[src/rtl/bcd_disp_pkg.sv]
`default_nettype none
// ============================================================================
// Module      : bcd_disp_pkg
// Description : Shared constants and types for the 3-digit BCD 7-segment
//               scanner: segment codes ({g,f,e,d,c,b,a}, active-high),
//               digit count and digit-index encoding.
// Revision    : 1.0 - initial release
// ============================================================================
package bcd_disp_pkg;

    localparam int NUM_DIGITS = 3;

    // Segment patterns, bit order {g,f,e,d,c,b,a}
    localparam logic [6:0] SEG_0     = 7'h3F;
    localparam logic [6:0] SEG_1     = 7'h06;
    localparam logic [6:0] SEG_2     = 7'h5B;
    localparam logic [6:0] SEG_3     = 7'h4F;
    localparam logic [6:0] SEG_4     = 7'h66;
    localparam logic [6:0] SEG_5     = 7'h6D;
    localparam logic [6:0] SEG_6     = 7'h7D;
    localparam logic [6:0] SEG_7     = 7'h07;
    localparam logic [6:0] SEG_8     = 7'h7F;
    localparam logic [6:0] SEG_9     = 7'h6F;
    localparam logic [6:0] SEG_DASH  = 7'h40;
    localparam logic [6:0] SEG_BLANK = 7'h00;

    // Digit slot currently being driven; value doubles as nibble position
    typedef enum logic [1:0] {
        DIG_UNITS    = 2'd0,
        DIG_TENS     = 2'd1,
        DIG_HUNDREDS = 2'd2
    } digit_e;

    // A nibble above 9 is not a legal BCD digit
    function automatic logic nib_invalid(input logic [3:0] nib);
        return (nib > 4'd9);
    endfunction

endpackage : bcd_disp_pkg
`default_nettype wire

[src/rtl/bcd_to_7seg.sv]
`default_nettype none
// ============================================================================
// Module      : bcd_to_7seg
// Description : Combinational BCD nibble to 7-segment decoder. Digits 0..9
//               map to their glyphs; A..F show a dash and raise o_err.
// Revision    : 1.0 - initial release
// ============================================================================
module bcd_to_7seg
    import bcd_disp_pkg::*;
(
    input  logic [3:0] i_nib,
    output logic [6:0] o_seg,
    output logic       o_err
);

    // Nibble lookup; anything outside 0..9 becomes a dash
    always_comb begin
        o_seg = SEG_DASH;
        o_err = nib_invalid(i_nib);
        case (i_nib)
            4'd0:    o_seg = SEG_0;
            4'd1:    o_seg = SEG_1;
            4'd2:    o_seg = SEG_2;
            4'd3:    o_seg = SEG_3;
            4'd4:    o_seg = SEG_4;
            4'd5:    o_seg = SEG_5;
            4'd6:    o_seg = SEG_6;
            4'd7:    o_seg = SEG_7;
            4'd8:    o_seg = SEG_8;
            4'd9:    o_seg = SEG_9;
            default: o_seg = SEG_DASH;
        endcase
    end

endmodule : bcd_to_7seg
`default_nettype wire

[src/rtl/bcd_7seg_scan.sv]
`default_nettype none
// ============================================================================
// Module      : bcd_7seg_scan
// Description : Time-multiplexed driver for a 3-digit 7-segment display.
//               A prescaler paces digit slots of CLK_DIV cycles; new values
//               are staged in a pending register and only reach the display
//               register at a frame boundary, so a frame never shows a mix
//               of old and new digits.
//               Optional macro LEADING_ZERO_BLANK_EN blanks leading zeros on
//               the hundreds and tens digits (units always shown).
// Revision    : 1.0 - initial release
// ============================================================================
module bcd_7seg_scan
    import bcd_disp_pkg::*;
#(
    parameter int CLK_DIV = 50000
) (
    input  logic                      clk,
    input  logic                      rst,
    input  logic [4*NUM_DIGITS-1:0]   bcd,
    input  logic                      bcd_valid,
    output logic [6:0]                seg,
    output logic [NUM_DIGITS-1:0]     an,
    output logic                      frame_done,
    output logic                      bcd_err
);

    localparam int                    c_PRESC_W   = (CLK_DIV > 1) ? $clog2(CLK_DIV) : 1;
    localparam logic [c_PRESC_W-1:0]  c_PRESC_MAX = c_PRESC_W'(CLK_DIV - 1);

    logic [c_PRESC_W-1:0]      r_presc;
    digit_e                    r_idx;
    logic [4*NUM_DIGITS-1:0]   r_pend;
    logic                      r_pend_vld;
    logic [4*NUM_DIGITS-1:0]   r_disp;
    logic [6:0]                r_seg;
    logic [NUM_DIGITS-1:0]     r_an;
    logic                      r_frame_done;
    logic                      r_err;

    logic                      w_tick;
    logic                      w_frame;
    logic [3:0]                w_nib;
    logic [6:0]                w_dec_seg;
    logic                      w_dec_err;
    logic [6:0]                w_seg_next;
    logic [NUM_DIGITS-1:0]     w_an_next;
    logic                      w_disp_err;

    assign w_tick  = (r_presc == c_PRESC_MAX);
    assign w_frame = w_tick && (r_idx == DIG_HUNDREDS);

    // Prescaler: free-running 0..CLK_DIV-1, one tick per digit slot
    always_ff @(posedge clk) begin
        if (rst) begin
            r_presc <= '0;
        end else if (w_tick) begin
            r_presc <= '0;
        end else begin
            r_presc <= r_presc + 1'b1;
        end
    end

    // Digit index: units -> tens -> hundreds -> units, one step per tick
    always_ff @(posedge clk) begin
        if (rst) begin
            r_idx <= DIG_UNITS;
        end else if (w_tick) begin
            if (r_idx == DIG_HUNDREDS) begin
                r_idx <= DIG_UNITS;
            end else begin
                r_idx <= digit_e'(r_idx + 2'd1);
            end
        end
    end

    // Staging: new values wait in r_pend until the frame boundary; a strobe
    // landing exactly on the boundary bypasses staging and wins over any
    // older pending value.
    always_ff @(posedge clk) begin
        if (rst) begin
            r_pend     <= '0;
            r_pend_vld <= 1'b0;
            r_disp     <= '0;
        end else if (w_frame) begin
            if (bcd_valid) begin
                r_disp     <= bcd;
                r_pend_vld <= 1'b0;
            end else if (r_pend_vld) begin
                r_disp     <= r_pend;
                r_pend_vld <= 1'b0;
            end
        end else if (bcd_valid) begin
            r_pend     <= bcd;
            r_pend_vld <= 1'b1;
        end
    end

    // Select the nibble belonging to the active digit slot
    always_comb begin
        w_nib = r_disp[3:0];
        case (r_idx)
            DIG_UNITS:    w_nib = r_disp[3:0];
            DIG_TENS:     w_nib = r_disp[7:4];
            DIG_HUNDREDS: w_nib = r_disp[11:8];
            default:      w_nib = r_disp[3:0];
        endcase
    end

    bcd_to_7seg u_dec (
        .i_nib (w_nib),
        .o_seg (w_dec_seg),
        .o_err (w_dec_err)
    );

    // Optional leading-zero suppression applied after decoding
    always_comb begin
        w_seg_next = w_dec_seg;
`ifdef LEADING_ZERO_BLANK_EN
        if ((r_idx == DIG_HUNDREDS) && (r_disp[11:8] == 4'd0)) begin
            w_seg_next = SEG_BLANK;
        end
        if ((r_idx == DIG_TENS) && (r_disp[11:4] == 8'd0)) begin
            w_seg_next = SEG_BLANK;
        end
`endif
    end

    assign w_an_next  = NUM_DIGITS'(1) << r_idx;
    assign w_disp_err = nib_invalid(r_disp[3:0]) |
                        nib_invalid(r_disp[7:4]) |
                        nib_invalid(r_disp[11:8]);

    // Output registers: all display pins lag the index/display state by one cycle
    always_ff @(posedge clk) begin
        if (rst) begin
            r_seg        <= SEG_BLANK;
            r_an         <= '0;
            r_frame_done <= 1'b0;
            r_err        <= 1'b0;
        end else begin
            r_seg        <= w_seg_next;
            r_an         <= w_an_next;
            r_frame_done <= w_frame;
            r_err        <= w_disp_err | w_dec_err;
        end
    end

    assign seg        = r_seg;
    assign an         = r_an;
    assign frame_done = r_frame_done;
    assign bcd_err    = r_err;

endmodule : bcd_7seg_scan
`default_nettype wire

[config.mk]
export PLATFORM = sky130hd
export DESIGN_NAME = bcd_7seg_scan
export DESIGN_NICKNAME = d
export VERILOG_FILES = /design/src/rtl/bcd_disp_pkg.sv /design/src/rtl/bcd_to_7seg.sv /design/src/rtl/bcd_7seg_scan.sv
export SDC_FILE = /design/constraint.sdc
export NUM_CORES = 1
export LEC_CHECK = 0
export ABC_AREA = 1
export CORE_ASPECT_RATIO = 1.75
export CORE_MARGIN = 5
export CORE_UTILIZATION = 50
export CTS_CLUSTER_SIZE = 25
export DETAILED_ROUTE_END_ITERATION = 10
export PLACE_DENSITY_LB_ADDON = 0.3
export SYNTH_ARGS = -nofsm -noshare
export SYNTH_HDL_FRONTEND = slang
export SYNTH_SLANG_ARGS = --single-unit
[constraint.sdc]
create_clock -name clk -period 5.94 [get_ports clk]
set_input_delay 1.188 -clock clk [delete_from_list [all_inputs] [get_ports clk]]
set_output_delay 1.188 -clock clk [all_outputs]
set_load 0.005 [all_outputs]
* Word-level counts from Yosys, hierarchy flattened *
Memories as Yosys holds them, arrays and structs flattened. A register that Yosys moved wholly into a read port is not among the register bits.
Index checks and enable logic that the tools add are counted.

cells by class
  $add $sub $neg = 2
  magnitude comparators = 4
  eq/ne operators = 3
  shift operators = 1
  mux-type cells = 4
  bitwise operators = 4
  reduce and logical (&&, ||, !) cells = 6

operators with widths
  cell                                                                    count
  12-bit 2-to-1 mux                                                       2
  16-bit by 1-bit adder with 16-bit output (second input constant)        1
  16-bit equality test (second input constant)                            1
  4-bit greater-than comparator (second input constant)                   4
  4-bit case mux with 2 select lines                                      1
  2-bit AND reduction                                                     2
  2-bit OR reduction                                                      2
  1-bit OR                                                                3
  1-bit by 2-bit << shifter with 3-bit output (first input constant)      1
  2-bit by 1-bit adder with 2-bit output (second input constant)          1
  2-bit by 1-bit equality test with 1-bit output (second input constant)  1
  2-bit equality test (second input constant)                             1
  2-bit 2-to-1 mux                                                        1
  2-bit nonzero test                                                      1
  1-bit logical AND                                                       1
  1-bit NOT                                                               1

word-level totals
  flip-flop bits (word level) = 48
  memory bits (read-only) = 112
  bits of input ports = 15
  output and inout port bits = 12
  memories = 1

memories
  memory           words  bits a word  read ports  clocked after memory_dff  wr ports  line               RTL
  (no name shown)  16     7            1           1                         0         bcd_to_7seg.sv:20  case (i_nib)

* Longest topological paths before layout *
Gate-level depths: netlist of run 1.

  depth in word-level cells = 4
  mapped depth = 13
  gate-level depth less buffers = 12

* Cells and area by module *
A second synthesis of run 1 with hierarchy kept.

unflattened totals
  cell total of the unflattened synthesis = 385
  area total of the unflattened synthesis = 2909.0 um^2

by module, submodules not included
  module         instances  cells each  area an instance (um^2)  seq. area each (um^2)
  bcd_7seg_scan  1          341         2655.0                   1101.1
  bcd_to_7seg    1          44          254.0                    0.0

* Worst setup path after synthesis of run 1 *
OpenSTA, ideal clock, no wires.

  path kind = register to register
  start = reg r_idx[0]
  end = reg r_seg[3] (netlist: seg[3])
  setup time = 71 ps
  arrival time = 2081 ps
  data required time = 5869 ps
  slack = 3788 ps
  stages on the path, launching flop included = 10
  period minus slack after synthesis = 2152 ps
  path through = dfxtp_1 > inv_1 > ha_1 > o21ai_0 > inv_1 > ha_1 > inv_1 > o21ai_0 > nand2_1 > a21oi_1

between the ends
  longest elaborated chain between the ends = 2
  elaborated cells between the ends (all ways) = 3
  classes of those cells = 2 x eq/ne; 1 x mux

RTL lines
  element                                                                                line                  RTL
  start, declared                                                                        bcd_7seg_scan.sv:32   digit_e r_idx;
  start signal, assigned                                                                 bcd_7seg_scan.sv:72   r_idx <= digit_e'(r_idx + 2'd1);
  2-bit equality test or 2-bit by 1-bit equality test with 1-bit output (tied branches)  bcd_7seg_scan.sv:102  case (r_idx)
  4-bit case mux with 2 select lines *                                                   bcd_7seg_scan.sv:102
  end, declared                                                                          bcd_7seg_scan.sv:36   logic [6:0] r_seg;

Every way passes the cells marked *; elsewhere a longest branch is shown, timed or not.
A chain may end at the register's enable or synchronous reset.

* Final worst setup path of run 1 *
  start = in bcd_valid
  end = reg r_disp[0]

between the ends
  longest elaborated chain between the ends = 2
  elaborated cells between the ends (all ways) = 3
  classes of those cells = 1 x mux; 2 x reduce/logical

RTL lines
  element                               line                 RTL
  start, declared                       bcd_7seg_scan.sv:21  input logic bcd_valid,
  2-bit nonzero test (no source line)   --
  2-bit AND reduction (no source line)  --
  end signal, assigned                  bcd_7seg_scan.sv:90  r_disp <= r_pend;
  end, declared                         bcd_7seg_scan.sv:35  logic [4*NUM_DIGITS-1:0] r_disp;

Parallel ways exist; a longest one is shown, timed or not.

==> qor.yml, run 1 <==
yosys:
  ys_seq_elements: 55
  synth_cell_types: 26
  ys_warn_count: 0
  synth_async_sr_flop_share_pct: 0
  synth_seq_area_share_pct: 40.1
  syn_nets: 410
  synth_edf_count: 0
  synth_area_um2: 2740
  syn_area_per_cell_um2: 7.16
  syn_inst: 383
  ys.flop_type: "dfxtp_1"
placed_design:
  dpl.hpwl_mm: 3.99
  gp_congestion: 0.879
  placedCellCount: 466
  portBuffers: 26
  place_area_um2: 3010
final_layout:
  layout.cells.non_filler: 474
  utilization_pct: 58.3
  finalInstanceArea_um2: 3090
  final_common_cell: "nand2_1"
  antenna_cells: 0
  syn_to_final_growth_pct: 12.7
  regArea_um2: 1100
  drive_above_1_share_pct: 6.50
  final_net_count: 426
  most-common-layout-cells: "nand2_1 (76), dfxtp_1 (55), inv_1 (48)"
  multi_input_area_um2: 1350
  nFillCells: 516
routing:
  first_pass_iters: 4
  wl_per_cell_um: 11.2
  antenna_left: 0
  num_vias: 2367
  routed_wirelength_mm: 5.30
  avgViaCountPerCell: 4.99
  drt_iter0_drc: 101
  drc_errors: 0
timing:
  rsz0062_at_grt: "no"
  holdWs_ns: 0.462
  max_freq_mhz: 355
  setup_viol: 0
  fin_tns_setup_ns: 0
  worst_pin_slew_ns: 1.12
  period_minus_slack_ns: 2.82
  drv_slew: 0
  fin_worst_skew_ns: 0.0104
  min_period_over_period_pct: 47.4
  slew_headroom_pct: 24.2
  hold_viol: 0
setup_path:
  crit_path_end: "r_disp[0]"
  start_kind: "primary input"
  reg2reg_to: "seg[3]"
  startpoint: "bcd_valid"
  crit_type: "primary input to register"
  endpoint_kind: "register"
  worstPathArrival_ns: 3.01
  regToRegSetupSlack_ns: 3.38
  r2r_start: "r_idx[0]"
  crit_required_ns: 6.13
  r2r_cells: 11
  cp_max_fo: 49
floorplanning:
  die_h_um: 108
  die_w_um: 66
  fp.dieArea_um2: 7130
  ios: 27
  rows: 35
  core_um2: 5300
  start_util_pct: 51.8
clock_tree:
  cts_setup_buffers: 0
  cts_buffers: 5
  h-tree-depth: 2
  cts_resized: 0
  clock_sinks: 55
  root_buffer: "clkbuf_8"
  clkTransAtPathRegs_ns: 0.09
  clock_path_buffers: 2
  cts_hold_buf: 0
  clock_latency_ns: 0.30
  cts_tree: "done"
min_path:
  min_path_cells: 1
  hold_class: "register to register"
grt:
  grt_max_degree: 50
  grt_use_met3_pct: 2.49
  grt_pass1_wl_mm: 9.04
  gr-total-overflow: 0
  grt_use_met2_pct: 29.2
  antenna_found_initial: 0
  grtUsageMet1_pct: 17.1
  top_usage_layer: "met2"
  grt_pass1_vias: 2121
  track_usage_pct: 15.6
flow_run:
  max-cap-violations: 0
pwr:
  p_leak_nw: 1.23
  powerDensity_nw_per_um2: 205
  vdd_drop_max_mv: 0.125
run_status:
  run_status: "finished clean"
synthesized netlist by cell type, types with 3 or more instances:
| cell | number | share of area [%] |
|---|---|---|
| nor2_1 | 33 | 4.5 |
| clkbuf_1 | 10 | 1.4 |
| a21oi_1 | 44 | 8.0 |
| xor2_1 | 3 | 0.96 |
| nor3_1 | 6 | 1.1 |
| dfxtp_1 | 55 | 40 |
| nand2_1 | 76 | 10 |
| o21ai_0 | 28 | 5.1 |
| ha_1 | 12 | 5.5 |
| nand3_2 | 7 | 2.6 |
| buf_2 | 3 | 0.55 |
| nand4_1 | 17 | 3.9 |
| or2_2 | 3 | 0.68 |
| inv_1 | 48 | 6.6 |
| buf_4 | 4 | 1.1 |
| nand3_1 | 21 | 3.8 |
through the flow:
stage          worst slack, ns  total power, mW
2_1_floorplan             3.79            0.424
3_3_place_gp              2.88            0.443
3_5_place_dp              2.81            0.445
4_1_cts                   3.14            0.642
5_1_grt                   2.94            0.664
6_report                  3.12            0.634
worst max-delay path, stage by stage:
cell,delay (ns)
clkdlybuf4s50_1,0.46
buf_4,0.38
or2_2,0.34
nand3_1,0.37
nand2_1,0.19
a21oi_1,0.08
where the power goes:
group          switching [mW]  internal (mW)
registers             0.00468          0.379
logic                  0.0273         0.0248
clock network           0.115         0.0826
total                   0.147          0.486
worst min path at each step:
stage / endpoint / startpoint
after floorplan: r_presc[0] / r_presc[0]
after global placement: r_presc[0] / r_presc[0]
after detailed placement: r_presc[0] / r_presc[0]
after CTS: r_presc[0] / r_presc[0]
after global routing: r_presc[0] / r_presc[0]
final: r_presc[0] / r_presc[0]
kinds of logic (layout without fill, tap and decap cells):
family          Yosys count  after routing  synth area share, %
compound gates           73             73                 13.3
xor+xnor                  4              4                 1.28
fa+ha+maj                12             12                 5.47
buf+inv                  69             86                 10.7
flops                    55             55                 40.1
simple gates            170            170                 29.1
layout make-up:
| class | instances | share of cell area (%) |
|---|---|---|
| Clock buffer | 6 | 2.35 |
| Tap cell | 74 | 2.99 |
| Clock inverter | 2 | 0.405 |
| Sequential cell | 55 | 35.6 |
| Timing Repair Buffer | 28 | 8.90 |
| Multi-Input combinational cell | 259 | 43.7 |
| Inverter | 50 | 6.07 |
layer usage:
metal	share of wire (%)	wire (um)
met1	41	2200
met2	53	2820
met3	3.2	172
met4	2.2	116
met5	0	0
sequential cells by signal (all words and copies together), names as in the netlist:
register	flops
r_idx	2
seg	7
an	3
r_presc	16
r_pend	12
frame_done	1
r_disp	12
r_pend_vld	1
bcd_err	1
No activity file was read; power rests on OpenSTA's default activity.
==> run 2, diff against run 1 <==
clock period = 2.8 ns   (was 5.94 ns; I/O delays follow)
==> run 2 against run 1 <==
Effect of this change: final cell count increased by 0.21%; count of clock-buffer cells in the layout decreased by 1; via count increased by 0.34%; cell area increased by 0.36%; worst hold slack got worse by 0.0028 ns; die area unchanged; wire length decreased by 0.34%; sequential power increased by 110%; register-to-register slack got worse by 3.0 ns; clock skew about the same; largest power group unchanged.
==> qor.yml, run 2 (same netlist as run 1, synthesis figures left out) <==
placed_design:
  portBuffers: 26  # unchanged
  dpl.hpwl_mm: 3.89  # -2.5%
  gp_congestion: 0.841  # -4.3%
  placedCellCount: 467  # +0.21%
  place_area_um2: 3010  # +0.25%
pwr:
  switching_share_pct: 24.6  # +1.3 points
  intPower_mw: 1.03  # +110%
  p_total_mw: 1.37  # +120%
  clockPowerShare_pct: 32.5  # +1.2 points
  sequentialPowerShare_pct: 59.5  # -1.0 points
  powerDensity_nw_per_um2: 441  # +120%
  p_leak_nw: 1.24  # +0.36%
  vdd_drop_max_mv: 0.368  # +190%
  pwr-share-comb_pct: 8.0  # -0.2 points
  p_sw_uw: 336  # +130%
final_layout:
  finalInstanceArea_um2: 3100  # +0.36%
  syn_to_final_growth_pct: 13.1
  drive_above_1_share_pct: 6.98  # +0.48 points
  antenna_cells: 0  # unchanged
  nFillCells: 503  # -2.5%
  reg.largest.list: "r_presc x16, r_disp x12, r_pend x12"
  layout.cells.non_filler: 475  # +0.21%
  top_register: "r_presc"
  final_common_cell: "nand2_1"
  largest_register_ff_count: 16  # unchanged
  final_net_count: 427  # +0.23%
  most-common-layout-cells: "nand2_1 (76), dfxtp_1 (55), inv_1 (48)"
min_path:
  min_path_cells: 1  # unchanged
  hold_start: "r_presc[0]"
  hold_class: "register to register"
clock_tree:
  cts_setup_buffers: 0  # unchanged
  cts_hold_buf: 0  # unchanged
  cts_buffers: 5  # unchanged
  clock_path_buffers: 2  # unchanged
  clock_sinks: 55  # unchanged
  clock_latency_ns: 0.31  # about the same
  clkTransAtPathRegs_ns: 0.11  # +0.02 ns
  cts_resized: 0  # unchanged
  root_buffer: "clkbuf_8"
  cts_tree: "done"
  h-tree-depth: 2  # unchanged
floorplanning:
  start_util_pct: 51.8  # unchanged
  rows: 35  # unchanged
  die_w_um: 66  # unchanged
  ios: 27  # unchanged
  core_um2: 5300  # unchanged
  fp.dieArea_um2: 7130  # unchanged
  die_h_um: 108  # unchanged
routing:
  antenna_left: 0  # unchanged
  first_pass_iters: 4  # unchanged
  wl_per_cell_um: 11.1  # -0.55%
  routed_wirelength_mm: 5.29  # -0.34%
  drc_errors: 0  # unchanged
  num_vias: 2375  # +0.34%
  drt_iter0_drc: 89  # -12%
  avgViaCountPerCell: 5.00  # +0.13%
timing:
  min_period_over_period_pct: 87.6
  rsz0062_at_grt: "no"
  fin_worst_skew_ns: 0.0107  # +0.000329 ns
  slew_headroom_pct: 26.2  # +2.0 points
  hold_viol: 0  # unchanged
  max_freq_mhz: 408
  worst_pin_slew_ns: 1.10  # -0.0299 ns
  fin_tns_setup_ns: 0  # unchanged
  period_minus_slack_ns: 2.45
  setup_viol: 0  # unchanged
  drv_slew: 0  # unchanged
grt:
  grt_max_degree: 49  # -2.0%
  antenna_found_initial: 0  # unchanged
  gr-total-overflow: 0  # unchanged
  track_usage_pct: 16.0  # +0.45 points
  grt_pass1_wl_mm: 9.20  # +1.8%
  grt_pass1_vias: 2206  # +4.0%
setup_path:
  worstPathCellList: "inv_1 > ha_1 > o21ai_0 > inv_1 > ha_1 > inv_1 > o21ai_0 > nand2_1 > a21oi_1"
  critPathMostFrequentCell: "inv_1"
  cpPeakStageDelay_ns: 0.54  # +0.08 ns
  start_kind: "register"
  r2r_start: "r_idx[0]"
  cp_max_fo: 8  # -84%
  cp_num_buf_inv: 3  # +1
  cpLargestDelayFamily: "compound AO/OA/AOI/OAI gates"
  cp_slowest_cell: "o21ai_0"
  startpoint: "r_idx[0]"
  worstPathArrival_ns: 2.69  # -0.32 ns
  crit_required_ns: 3.04  # -3.09 ns
  crit_type: "register to register"
  r2r_cells: 9  # -2
  endpoint_kind: "register"
  cp.depth: 9  # +3
flow_run:
  max-cap-violations: 0  # unchanged
run_status:
  run_status: "finished clean"
[run 2: final timing paths]
kind,endpoint,slack (ns)
setup reg to reg,seg[3],0.35
hold reg to reg,r_presc[0],0.46
setup / recovery,seg[3],0.35
hold / removal,r_presc[0],0.46
[run 2: power by group through the flow]
stage | logic [mW] | clock network [mW] | registers, mW
after floorplan | 0.0683 | 0 | 0.831
after global placement | 0.109 | 0 | 0.831
after detailed placement | 0.111 | 0 | 0.832
after CTS | 0.111 | 0.451 | 0.814
after global routing | 0.129 | 0.488 | 0.816
final | 0.110 | 0.444 | 0.814
[run 2: cell type report]
cell class	count	area [um2]	share of cell area (%)
well taps	74	92.6	2.98
inverters	50	188	6.05
repair buffers	29	283	9.11
clock inverters	3	20.0	0.645
clock buffers	5	68.8	2.22
multi-input cells	259	1350	43.5
flip-flops and latches	55	1100	35.5
[run 2: through the flow]
stage / utilization [%] / hold WS, ns / setup WS (ns)
2_1_floorplan: - / 0.418 / 0.648
3_3_place_gp: 56.9 / 0.432 / 0.480
3_5_place_dp: 56.9 / 0.440 / 0.350
4_1_cts: 58.6 / 0.464 / 0.343
5_1_grt: 58.6 / 0.475 / 0.0551
6_report: 58.6 / 0.459 / 0.347
[run 2: per-layer routing]
metal	global-route usage (%)	up-vias	part of all wire, %
met5	0	-	0
met4	6.98	0	2.3
met3	3.01	11	3.0
met2	30.3	36	53
met1	16.6	1063	41
li1	-	1265	-
